$ cat config.mk
export PLATFORM = sky130hd
export DESIGN_NAME = image_bram_writer
export DESIGN_NICKNAME = d
export VERILOG_FILES = /design/src/rtl/image_bram_writer.sv
export SDC_FILE = /design/constraint.sdc
export NUM_CORES = 1
export LEC_CHECK = 0
export CAP_MARGIN = 20
export CORE_MARGIN = 2
export CORE_UTILIZATION = 35
export DETAILED_ROUTE_END_ITERATION = 8
export PLACE_DENSITY = 0.7
export RECOVER_POWER = 100
export SETUP_SLACK_MARGIN = 0.05
export SLEW_MARGIN = 25
export SYNTH_ARGS = -nofsm -noshare
export SYNTH_HDL_FRONTEND = slang
export SYNTH_SLANG_ARGS = --single-unit
export TNS_END_PERCENT = 1
$ cat constraint.sdc
create_clock -name clk -period 3.6 [get_ports clk]
set_input_delay 0.36 -clock clk [delete_from_list [all_inputs] [get_ports clk]]
set_output_delay 0.36 -clock clk [all_outputs]
set_load 0.1 [all_outputs]
$ cat src/rtl/image_bram_writer.sv
// Image BRAM writer: buffers incoming 8-bit pixels in a small skid FIFO and writes
// one pixel per BRAM word, then hands the completed image to a reader via start/image_done.
module image_bram_writer #(
  parameter int unsigned IMG_PIXELS = 784,
  parameter logic [31:0] BASE_ADDR  = '0,
  parameter int unsigned FIFO_DEPTH = 4,
  parameter int unsigned HOLD_LEVEL = 2
) (
  input  logic        clk,
  input  logic        reset,
  input  logic [7:0]  pixel_i,
  input  logic        pixel_valid,
  output logic        interrupt,
  output logic        start,
  input  logic        image_done,
  output logic [31:0] bram_address,
  output logic [31:0] bram_wdata,
  output logic        bram_we,
  output logic [15:0] pixel_count,
  output logic        overflow
);

  localparam int unsigned PTR_W = (FIFO_DEPTH > 1) ? $clog2(FIFO_DEPTH) : 1;
  localparam int unsigned CNT_W = $clog2(FIFO_DEPTH + 1);
  localparam logic [CNT_W-1:0] DEPTH_C  = CNT_W'(FIFO_DEPTH);
  localparam logic [CNT_W-1:0] HOLD_C   = CNT_W'(HOLD_LEVEL);
  localparam logic [PTR_W-1:0] LAST_PTR = PTR_W'(FIFO_DEPTH - 1);
  localparam logic [15:0]      IMG_C    = 16'(IMG_PIXELS);

  typedef enum logic {FILL, FULL} state_t;

  state_t           state_q, state_d;
  logic [7:0]       mem_q [FIFO_DEPTH];
  logic [7:0]       mem_d [FIFO_DEPTH];
  logic [PTR_W-1:0] rd_ptr_q, rd_ptr_d, wr_ptr_q, wr_ptr_d;
  logic [CNT_W-1:0] cnt_q, cnt_d;
  logic [15:0]      pixel_count_q, pixel_count_d;
  logic [31:0]      bram_address_q, bram_address_d;
  logic [31:0]      bram_wdata_q, bram_wdata_d;
  logic             bram_we_q, bram_we_d;
  logic             start_q, start_d;
  logic             overflow_q, overflow_d;

  logic fifo_full, fifo_empty, push, can_write, bypass, pop, fifo_wr;

  function automatic logic [PTR_W-1:0] ptr_inc(input logic [PTR_W-1:0] p);
    return (p == LAST_PTR) ? '0 : p + 1'b1;
  endfunction

  always_comb begin
    state_d        = state_q;
    mem_d          = mem_q;
    rd_ptr_d       = rd_ptr_q;
    wr_ptr_d       = wr_ptr_q;
    cnt_d          = cnt_q;
    pixel_count_d  = pixel_count_q;
    bram_address_d = bram_address_q;
    bram_wdata_d   = bram_wdata_q;
    bram_we_d      = 1'b0;
    start_d        = 1'b0;
    overflow_d     = overflow_q;

    fifo_full  = (cnt_q == DEPTH_C);
    fifo_empty = (cnt_q == '0);
    push       = pixel_valid && !fifo_full;
    if (pixel_valid && fifo_full) overflow_d = 1'b1;

    // An empty FIFO lets the incoming pixel go straight to BRAM so it lands one cycle later;
    // the count guard blocks a second write during the cycle that hands over to FULL.
    can_write = (state_q == FILL) && (pixel_count_q != IMG_C);
    bypass    = can_write && fifo_empty && pixel_valid;
    pop       = can_write && !fifo_empty;
    fifo_wr   = push && !bypass;

    if (bypass || pop) begin
      bram_we_d      = 1'b1;
      bram_wdata_d   = {24'b0, bypass ? pixel_i : mem_q[rd_ptr_q]};
      bram_address_d = BASE_ADDR + 32'(pixel_count_q);
      pixel_count_d  = pixel_count_q + 16'd1;
    end
    if (pop) rd_ptr_d = ptr_inc(rd_ptr_q);
    if (fifo_wr) begin
      mem_d[wr_ptr_q] = pixel_i;
      wr_ptr_d        = ptr_inc(wr_ptr_q);
    end
    case ({fifo_wr, pop})
      2'b10:   cnt_d = cnt_q + 1'b1;
      2'b01:   cnt_d = cnt_q - 1'b1;
      default: cnt_d = cnt_q;
    endcase

    case (state_q)
      FILL: if (pixel_count_q == IMG_C) begin
        state_d = FULL;
        start_d = 1'b1;
      end
      FULL: if (image_done) begin
        state_d       = FILL;
        pixel_count_d = '0;
      end
      default: state_d = FILL;
    endcase
  end

  always_ff @(posedge clk or negedge reset) begin
    if (!reset) begin
      state_q        <= FILL;
      mem_q          <= '{default: '0};
      rd_ptr_q       <= '0;
      wr_ptr_q       <= '0;
      cnt_q          <= '0;
      pixel_count_q  <= '0;
      bram_address_q <= BASE_ADDR;
      bram_wdata_q   <= '0;
      bram_we_q      <= 1'b0;
      start_q        <= 1'b0;
      overflow_q     <= 1'b0;
    end else begin
      state_q        <= state_d;
      mem_q          <= mem_d;
      rd_ptr_q       <= rd_ptr_d;
      wr_ptr_q       <= wr_ptr_d;
      cnt_q          <= cnt_d;
      pixel_count_q  <= pixel_count_d;
      bram_address_q <= bram_address_d;
      bram_wdata_q   <= bram_wdata_d;
      bram_we_q      <= bram_we_d;
      start_q        <= start_d;
      overflow_q     <= overflow_d;
    end
  end

  assign interrupt    = (state_q == FULL) || (cnt_q >= HOLD_C);
  assign start        = start_q;
  assign bram_address = bram_address_q;
  assign bram_wdata   = bram_wdata_q;
  assign bram_we      = bram_we_q;
  assign pixel_count  = pixel_count_q;
  assign overflow     = overflow_q;

endmodule

==> flow_summary.toml <==
[cts]
insertion_delay_ns = 0.33
hold_buffers = 0
path_clk_slew_ns = 0.06
clock_path_buffers = 2
cts_setup_buffers = 0
cts_tree = "built"
cts_made_buffers = 9
cts_root_buffer = "clkbuf_16"
cts_max_level = 3
cts.sink_count = 83
cts_resized = 0

[setup_path]
cp_max_fo = 12
r2r_start = "pixel_count[3]"
setup.worst_path.start_class = "flop"
endpoint_kind = "flop"
crit_type = "flop to flop"
cp-startpoint = "pixel_count[3]"
cp.arrival_ns = 3.22
worst_r2r_path_depth = 5
critPathMaxStageDelay_ns = 0.56
crit_family = "simple AND/OR/NAND/NOR gates"
cp.depth = 5
crit_slowest_cell = "nand2_1"
path_buf_inv = 1
crit_required_ns = 3.82
cp_cell_sequence = "nor4_1, nand4_1, nand2_1, clkbuf_1, mux2_2"

[routing]
routed_wl_um = 8610
drt_iter0_drc = 81
avgRoutedWirePerCell_um = 15.9
postRouteAntennaNets = 0
drcViolationCount = 0
drtPass1Iterations = 4
viasPerCell = 5.07
vias = 2751

[layout]
area_delta_synth_final_pct = 18.1
layout_common_cells = "83 x dfrtp_1, 47 x mux2_2, 45 x dlygate4sd3_1"
nFillCells = 1112
n_antenna_cell = 0
fin_nets = 413
seq_area_sq_um = 2080
multi_input_area_sq_um = 1810
utilization = 0.420
layout_commonest_cell = "dfrtp_1"
drive_above_1_share = 0.187

[synthesis]
synth_seq_cells = 83
synth-seq-area-share = 0.492
synth_top_family_by_area = "multiplexers"
synth.area.mux_share = 0.183
synth_area_sq_um = 4220
synth_compound_area_frac = 0.0973
synth_warnings = 0
yosys_most_used_dff = "dfrtp_1"
syn_avg_cell_area_sq_um = 12.5
syn_inst = 337
yosysUniqueCellTypes = 52
async_flop_share = 1.00
synth_adder_area_share = 0.0285
synth_simple_gate_area_frac = 0.0917
synthXorXnorAreaFrac = 0.00831
synth-edff-count = 0

[worst_hold_path]
worst_hold_path.num_cells = 1
min_from = "overflow"
hp-class = "flop to flop"

[placement]
dp_hpwl_um = 5970
place_ws_ns = 0.892
place_congestion = 0.822
portBuffers = 55

[pwr]
vdd.ir_drop.worst_uv = 772
power_density_nw_per_um2 = 1020
power.leakage_nw = 2.23

[grt]
grt_max_degree = 84
track_usage = 0.143
grt_pass1_vias = 2784
antenna_found_initial = 0
grt_first_pass_wirelength_um = 14400
grt_overflow_total = 0

[timing]
period_share = 0.835
fin_tns_setup_ns = 0
rsz0062_at_grt = "false"
drv_slew = 84
hold_viol = 0
finClkSkew_ns = 0.00333
clock.fmax_ghz = 0.333
layout_setup_ws_ns = 0.594
tightest_slew_ns = 2.00
slew_headroom = -0.336
min_period_ns = 3.01
setup_viol = 0

[status]
violations = "capacitance limit, slew limit"
status = "complete, but fails checks"

[floorplanning]
initial_utilization = 0.356
die_w_um = 114
die_h_um = 114
core_area_sq_um = 11900
io_pins = 96
dieArea_sq_um = 12900
rows = 40

[run]
drv_cap = 1
[cell type report]
cell class / count / area share
Sequential cell: 83 / 0.417
Multi-Input combinational cell: 230 / 0.363
Timing Repair Buffer: 58 / 0.113
Clock buffer: 13 / 0.0503
Tap cell: 147 / 0.0369
Clock inverter: 2 / 0.0121
Inverter: 10 / 0.00754
[kinds of logic (layout without fill, tap and decap cells)]
family | after synthesis | in the layout
flip-flops | 83 | 83
AND/OR/NAND/NOR | 63 | 63
buffers and inverters | 63 | 83
multiplexers | 61 | 61
AO/OA/AOI/OAI | 53 | 53
adder cells (fa/ha/maj) | 9 | 9
XOR/XNOR | 4 | 4
other | 1 | 40
[final timing paths]
path | endpoint | slack, ns
setup / recovery | bram_address[9] | 0.59
hold / removal | overflow | 0.46
setup reg to reg | bram_address[9] | 0.59
hold reg to reg | overflow | 0.46
max in group asynchronous | bram_we | 1.82
min in group asynchronous | bram_address[15] | 0.60
[per-layer routing]
layer	track usage	share of wire	up-vias
li1	-	-	1266
met1	0.189	0.46	1364
met2	0.227	0.47	108
met3	0.0484	0.062	13
met4	0.0382	0.011	0
met5	0	0	-
[stage by stage]
| stage | total power, mW | std cells | instance area, sq um | hold slack [ns] |
|---|---|---|---|---|
| after global routing | 5.39 | 543 | 4980 | 0.477 |
| after detailed placement | 4.27 | 528 | 4740 | 0.453 |
| final | 5.10 | 543 | 4980 | 0.455 |
| after global placement | 4.22 | 528 | 4740 | 0.450 |
| after floorplan | 3.72 | 376 | 4360 | 0.0644 |
| after CTS | 5.26 | 543 | 5050 | 0.247 |
[report_power, final]
part / switching, mW / leakage (nW) / total [mW] / internal, mW
Clock: 0.338 / 0.150 / 0.961 / 0.623
Sequential: 0.320 / 1.03 / 1.62 / 1.30
Combinational: 1.70 / 1.05 / 2.52 / 0.820
[cells in the mapped netlist (all sizes together), types with 5 or more instances]
cell type	count	area, sq um
nand2	11	43.8
a21oi	10	50.1
dfrtp	83	2080
a2bb2oi	8	70.1
ha	8	100
mux2	50	563
o21ai	9	45.0
o31ai	6	45.0
nor2	8	30.0
nand4	5	37.5
o22ai	8	50.1
mux4	8	180
inv	9	33.8
or4	6	45.0
nand3	9	50.1
buf	49	359
[registers in the layout (all words and copies together) (netlist names)]
name / cells
bram_we: 1
cnt_q: 3
start: 1
state_q: 1
wr_ptr_q: 2
pixel_count: 16
bram_address: 16
rd_ptr_q: 2
overflow: 1
mem_q: 32
bram_wdata: 8
(Power assumes the default switching activity.)
